$ cat src/rtl/apb_master_ctrl.sv
// APB-side sequencer of the AHB-to-APB bridge: takes one request at a time,
// decodes it to a slave select and runs the SETUP/ACCESS phases, returning one response.
module apb_master_ctrl #(
    parameter logic [31:0] SLV0_BASE = 32'h8000_0000,
    parameter logic [31:0] SLV1_BASE = 32'h8400_0000,
    parameter logic [31:0] SLV2_BASE = 32'h8800_0000,
    parameter logic [31:0] WIN_SIZE  = 32'h0400_0000
) (
    input  logic        Hclk,
    input  logic        Hresetn,
    input  logic        req_valid,
    output logic        req_ready,
    input  logic        req_write,
    input  logic [31:0] req_addr,
    input  logic [31:0] req_wdata,
    output logic        rsp_valid,
    output logic        rsp_err,
    output logic [31:0] rsp_rdata,
    output logic        pwrite,
    output logic        penable,
    output logic [2:0]  psel,
    output logic [31:0] paddr,
    output logic [31:0] pwdata,
    input  logic [31:0] prdata
);

    typedef enum logic [1:0] {
        IDLE,
        SETUP,
        ACCESS,
        ERR
    } state_t;

    state_t      state_q, state_d;
    logic [2:0]  psel_q, psel_d;
    logic        penable_q, penable_d;
    logic        pwrite_q, pwrite_d;
    logic [31:0] paddr_q, paddr_d;
    logic [31:0] pwdata_q, pwdata_d;
    logic        rsp_valid_q, rsp_valid_d;
    logic        rsp_err_q, rsp_err_d;
    logic [31:0] rsp_rdata_q, rsp_rdata_d;

    logic [2:0]  dec_sel;
    logic        accept;

    // Offset compare keeps addresses far above a window from wrapping into it.
    always_comb begin
        dec_sel    = 3'b000;
        dec_sel[0] = (req_addr - SLV0_BASE) < WIN_SIZE;
        dec_sel[1] = (req_addr - SLV1_BASE) < WIN_SIZE;
        dec_sel[2] = (req_addr - SLV2_BASE) < WIN_SIZE;
    end

    assign req_ready = (state_q == IDLE) || (state_q == ACCESS);
    assign accept    = req_valid && req_ready;

    always_comb begin
        state_d     = state_q;
        psel_d      = psel_q;
        penable_d   = penable_q;
        pwrite_d    = pwrite_q;
        paddr_d     = paddr_q;
        pwdata_d    = pwdata_q;
        rsp_valid_d = 1'b0;
        rsp_err_d   = 1'b0;
        rsp_rdata_d = 32'h0;

        unique case (state_q)
            IDLE: begin
                psel_d    = 3'b000;
                penable_d = 1'b0;
            end
            SETUP: begin
                state_d   = ACCESS;
                penable_d = 1'b1;
            end
            ACCESS: begin
                state_d     = IDLE;
                psel_d      = 3'b000;
                penable_d   = 1'b0;
                rsp_valid_d = 1'b1;
                rsp_rdata_d = pwrite_q ? 32'h0 : prdata;
            end
            ERR: begin
                state_d     = IDLE;
                psel_d      = 3'b000;
                penable_d   = 1'b0;
                rsp_valid_d = 1'b1;
                rsp_err_d   = 1'b1;
            end
            default: begin
                state_d   = IDLE;
                psel_d    = 3'b000;
                penable_d = 1'b0;
            end
        endcase

        // A new request may be taken in IDLE or in the last ACCESS cycle.
        if (accept) begin
            penable_d = 1'b0;
            if (|dec_sel) begin
                state_d  = SETUP;
                psel_d   = dec_sel;
                pwrite_d = req_write;
                paddr_d  = req_addr;
                pwdata_d = req_wdata;
            end else begin
                state_d = ERR;
                psel_d  = 3'b000;
            end
        end
    end

    always_ff @(posedge Hclk or negedge Hresetn) begin
        if (!Hresetn) begin
            state_q     <= IDLE;
            psel_q      <= 3'b000;
            penable_q   <= 1'b0;
            pwrite_q    <= 1'b0;
            paddr_q     <= 32'h0;
            pwdata_q    <= 32'h0;
            rsp_valid_q <= 1'b0;
            rsp_err_q   <= 1'b0;
            rsp_rdata_q <= 32'h0;
        end else begin
            state_q     <= state_d;
            psel_q      <= psel_d;
            penable_q   <= penable_d;
            pwrite_q    <= pwrite_d;
            paddr_q     <= paddr_d;
            pwdata_q    <= pwdata_d;
            rsp_valid_q <= rsp_valid_d;
            rsp_err_q   <= rsp_err_d;
            rsp_rdata_q <= rsp_rdata_d;
        end
    end

    assign psel      = psel_q;
    assign penable   = penable_q;
    assign pwrite    = pwrite_q;
    assign paddr     = paddr_q;
    assign pwdata    = pwdata_q;
    assign rsp_valid = rsp_valid_q;
    assign rsp_err   = rsp_err_q;
    assign rsp_rdata = rsp_rdata_q;

endmodule
$ cat config.mk
export PLATFORM = sky130hd
export DESIGN_NAME = apb_master_ctrl
export DESIGN_NICKNAME = d
export VERILOG_FILES = /design/src/rtl/apb_master_ctrl.sv
export SDC_FILE = /design/constraint.sdc
export NUM_CORES = 1
export LEC_CHECK = 0
export ABC_CLOCK_PERIOD_IN_PS = 5300
export BUFFER_PORTS_ARGS = -buffer_cell sky130_fd_sc_hd__buf_2
export CORE_ASPECT_RATIO = 1.1
export CORE_UTILIZATION = 48
export CTS_CLUSTER_DIAMETER = 30
export DETAILED_ROUTE_END_ITERATION = 12
export PLACE_DENSITY = 0.95
export SETUP_SLACK_MARGIN = 0.15
export SKIP_CTS_REPAIR_TIMING = 1
export SYNTH_ARGS = -nofsm -noshare
export SYNTH_HDL_FRONTEND = slang
export SYNTH_SLANG_ARGS = --single-unit
$ cat constraint.sdc
create_clock -name Hclk -period 5.3 [get_ports Hclk]
set_input_delay 1.59 -clock Hclk [delete_from_list [all_inputs] [get_ports Hclk]]
set_output_delay 1.59 -clock Hclk [all_outputs]
set_load 0.005 [all_outputs]
Word level (Yosys, flattened, before mapping)
Index checks and enable logic that the tools add are counted.

word-level totals
  logic and storage cells = 39
  bits of input ports = 100
  ROM bits = 0
  memories kept = 0
  output and inout port bits = 104
  bits in writable memories = 0
  bits in latches = 0
  register bits = 105

operators by class
  reduce and logical (&&, ||, !) cells = 9
  div/mod/pow operators = 0
  bitwise gates (word level) = 0
  muxes and demuxes = 12
  multiply operators = 0
  shift operators = 0
  $add $sub $neg = 3
  $lt $le $gt $ge = 3
  equality and inequality tests = 3

operators by type and width
  operator                                                                 count
  32-bit by 27-bit < comparator with 1-bit output (second input constant)  3
  32-bit subtractor (second input constant)                                3
  32-bit 2-to-1 mux                                                        2
  3-bit 2-to-1 mux                                                         3
  3-bit OR reduction                                                       2
  2-bit equality test (second input constant)                              2
  2-bit 2-to-1 mux                                                         2
  2-bit one-hot mux with 2 select lines                                    1
  1-bit 2-to-1 mux                                                         3
  3-bit nonzero test                                                       1
  2-bit by 1-bit equality test with 1-bit output (second input constant)   1
  2-bit logical NOT                                                        1
  1-bit one-hot mux with 2 select lines                                    1
  2-bit AND reduction                                                      1
  2-bit nonzero test                                                       1
  2-bit OR reduction                                                       1
  1-bit logical AND                                                        1
  1-bit logical OR                                                         1

Logic depth before layout (Yosys ltp)
  depth in word-level cells = 5
  gate-level depth with buffers = 8
  mapped depth without buffers = 6

Worst setup path before layout
No wires, ideal clock.

  kind = input to register
  start point = input port req_addr[27]
  end point = register paddr_q[10] (netlist: paddr[10])
  setup time = 0.127 ns
  stages on the path = 8
  arrival time = 3.110 ns
  path buffers = 2
  slack = 2.063 ns
  data required time = 5.173 ns
  cell sequence = inv_1 ha_1 xor2_1 or3_1 buf_2 o21ai_4 buf_6 mux2_1

between the ends
  cells in the longest elaborated chain, start to end = 4
  elaborated cells on any way between the ends = 8
  those cells by class = 3 x add/sub; 3 x order compare; 2 x reduce/logical

RTL lines
  what                                                                RTL line    source
  start, declared                                                     14          input logic [31:0] req_addr,
  32-bit subtractor (on tied branches)                                50, 51, 52
  32-bit by 27-bit < comparator with 1-bit output (on tied branches)  50, 51, 52
  3-bit OR reduction *                                                102         if (|dec_sel) begin
  2-bit AND reduction (no line) *                                     n/a
  end signal, assigned                                                131         paddr_q <= paddr_d;
  end, declared                                                       38          logic [31:0] paddr_q, paddr_d;

Mark *: on every way between the ends. The rest lies on a longest branch, timed or not.
A chain may end at the register's enable or synchronous reset.

Worst setup path after layout
  start point = input port req_addr[30]
  end point = register pwdata_q[23] (netlist: pwdata[23])

between the ends
  cells in the longest elaborated chain, start to end = 4
  elaborated cells on any way between the ends = 8
  those cells by class = 3 x add/sub; 3 x order compare; 2 x reduce/logical

RTL lines
  what                                                                RTL line    source
  32-bit subtractor (on tied branches)                                50, 51, 52
  32-bit by 27-bit < comparator with 1-bit output (on tied branches)  50, 51, 52
  3-bit OR reduction *                                                102
  2-bit AND reduction (no line) *                                     n/a
  end signal, assigned                                                132         pwdata_q <= pwdata_d;
  end, declared                                                       39          logic [31:0] pwdata_q, pwdata_d;

Marked as above.

==> results.py <==
metrics = {
    "sta": {
        "min_period_over_period": 0.699,
        "timing.clock.skew_ps": 17.4,
        "max_freq_mhz": 270,
        "timing_worst_slew_pin_value_ps": 970,
        "final-setup-viol-count": 0,
        "final_max_slew_viol_count": 0,
        "final.setup.tns_ps": 0,
        "postLayoutSetupSlackWorst_ps": 1590,
        "period_minus_slack_ps": 3710,
        "rsz0062_at_grt": "false",
        "timing.slew.headroom": 0.351,
        "timing.final.hold_violations": 0,
    },
    "layout": {
        "layout.filler_cells": 594,
        "antennaDiodeCount": 0,
        "post_route_cells_drive_above_1_share": 0.491,
        "design.final.nets": 561,
        "final_core_utilization": 0.660,
        "area_growth_syn_to_layout_pct": 33.9,
    },
    "logic_synthesis": {
        "netlist.area_leader.share": 0.677,
        "netlist.top_cell.by_area": "dfrtp_1",
        "synth_sequential_area_ratio": 0.677,
        "synthesis.yosys.warnings": 0,
        "synthesis_stage_register_bit_count": 105,
        "postSynth.topFlopCell": "dfrtp_1",
        "synthesis.nets": 356,
        "netlist_top_cells_count": "dfrtp_1, mux2_1, and2_1, buf_6",
        "yosys.cell_count.top_type": "dfrtp_1",
        "asyncSetResetFlopFracSynth": 1.00,
        "synth_cell_type_count": 31,
        "edff_count_synth": 0,
        "synth_cells": 254,
        "synth_area_per_cell_sq_um": 15.3,
        "cell_types_with_the_largest_area_share_after_synthesis": "dfrtp_1, mux2_1, and2_1, buf_6, ha_1",
        "synth_area_sq_mm": 0.00388,
    },
    "route": {
        "firstDrtPassIters": 4,
        "wirelength_um": 8040,
        "drt_iter0_drc": 68,
        "num_vias": 2719,
        "ant_nets": 0,
        "avgViaCountPerCell": 4.75,
        "drcViolationCount": 0,
        "route.detailed.wl_per_inst_um": 14.1,
    },
    "global_routing": {
        "grt_max_degree": 75,
        "grt_first_pass_wirelength_um": 12000,
        "first_global_vias": 2662,
        "grt-ovfl-total": 0,
        "gr-usage-all-layers": 0.189,
        "antenna_found_initial": 0,
    },
    "placement": {
        "place.gp.congestion": 0.824,
        "port_buffers": 203,
        "placement.setup.worst_slack_ps": 1170,
        "dp_hpwl_um": 6190,
    },
    "clock_tree": {
        "clockBufferDepth": 2,
        "clk_pin_slew_worst_paths_ps": 90,
        "cts-htree-levels": 3,
        "cts-buffers-inserted": 9,
        "insertion_delay_to_the_later_sink_of_the_worst_skew_pair_ps": 350,
        "clock-sinks": 105,
        "cts_tree": "done",
        "root_buffer": "clkbuf_8",
    },
    "pwr": {
        "p_switching_uw": 486,
        "power-per-cell-area_mw_per_mm2": 366,
        "p_comb_frac": 0.186,
        "seq_power_share": 0.532,
        "clockPowerShare": 0.283,
        "intPower_uw": 1420,
        "vdd_drop_max_v": 0.000186,
        "p_sw_frac": 0.255,
        "power.leakage_uw": 0.00292,
    },
    "run": {
        "max_cap_viol_count": 0,
    },
    "floorplanning": {
        "boundaryPins": 204,
        "die-width_um": 87.8,
        "start_util": 0.493,
        "die_h_um": 96.3,
        "coreArea_sq_mm": 0.00787,
        "floorplan.rows": 34,
        "area_of_the_die_sq_mm": 0.00845,
    },
    "critical_path": {
        "worstPathMaxFanout": 32,
        "r2r_slack_ps": 2470,
        "cp-endpoint": "pwdata[23]",
        "critPathArrivalTime_ps": 3930,
        "worst_r2r_path_depth": 5,
        "crit_path_end_kind": "register",
        "critPathKind": "in -> reg",
        "worstSetupStartpoint": "req_addr[30]",
        "worstSetupStartpointType": "primary input",
        "regToRegEndpoint": "pwdata[23]",
        "r2r_start": "state_q[0]",
        "worstPathRequired_ps": 5530,
    },
    "run_status": {
        "outcome": "complete, no violations",
    },
    "worst_hold_path": {
        "worst_hold_path_type": "reg -> reg",
        "timing.hold.worst_path_depth": 0,
    },
}
-- worst min path at each step --
stage,from,to,slack [ps]
after detailed placement,state_q[1],rsp_valid,450
after global placement,state_q[1],rsp_valid,430
after global routing,state_q[1],rsp_valid,500
final,state_q[1],rsp_valid,470
after floorplan,state_q[1],rsp_valid,460
after CTS,state_q[1],rsp_valid,480
-- state kept, by name, indices dropped and copies added, names as in the netlist --
| register | flops |
|---|---|
| paddr | 32 |
| pwdata | 32 |
| rsp_rdata | 32 |
| psel | 3 |
| state_q | 2 |
| penable | 1 |
| pwrite | 1 |
| rsp_err | 1 |
| rsp_valid | 1 |
-- kinds of logic (layout without fill, tap and decap cells) --
kind of cell | after synthesis | count (layout) | synth area share
multiplexers | 59 | 59 | 0.171
buffers and inverters | 18 | 228 | 0.0300
AO/OA/AOI/OAI | 11 | 11 | 0.0232
flip-flops | 105 | 105 | 0.677
adder cells (fa/ha/maj) | 2 | 2 | 0.00644
XOR/XNOR | 3 | 3 | 0.00677
AND/OR/NAND/NOR | 56 | 56 | 0.0857
-- cells in the final DEF (no fill, tap or decap), types with 2 or more instances in the layout --
master / n
ha_1: 2
o21ai_0: 2
buf_4: 5
xnor2_1: 2
dfrtp_1: 105
mux2_1: 57
nor2_1: 4
inv_6: 3
or3_1: 2
clkbuf_8: 9
buf_2: 202
and2_1: 33
inv_1: 5
nor3_1: 3
o211ai_1: 2
nand2_1: 5
nor2b_1: 2
bufinv_16: 2
nand3b_1: 2
mux2_2: 2
-- critical path, stage by stage --
cell,delay [ps]
buf_2,90
nand4bb_1,220
or3_1,460
o21ai_4,810
buf_4,400
mux2_1,350
-- metrics by stage --
step                instances  total power, uW  area [sq um]  hold slack, ps
detailed placement        556             1390          4970             450
global placement          556             1360          4970             431
finish                    572             1900          5200             468
CTS                       572             1930          5200             476
floorplan                 254             1160          3880             456
global route              572             2020          5200             499
-- layer usage --
metal  global-route usage  wire [um]  up-vias
li1                     -          -     1259
met1                0.196       3000     1303
met2                0.347       4190      140
met3               0.0652        686       17
met4               0.0792        155        0
met5                    0          0        -
-- area by class of cell --
| class | count | area (sq um) | area share |
|---|---|---|---|
| Clock buffer | 9 | 124 | 0.0238 |
| Inverter | 5 | 18.8 | 0.00361 |
| Multi-Input combinational cell | 131 | 1140 | 0.220 |
| Timing Repair Buffer | 207 | 1050 | 0.202 |
| Clock inverter | 7 | 100 | 0.0193 |
| Sequential cell | 105 | 2630 | 0.506 |
| Tap cell | 108 | 135 | 0.0260 |
-- power by group through the flow --
stage	registers (uW)	logic, uW	clock network, uW
floorplan	1040	117	0
CTS	1020	361	555
detailed placement	1030	360	0
global placement	1020	343	0
finish	1010	353	538
global route	1030	401	589
No activity file was read; power rests on OpenSTA's default activity.
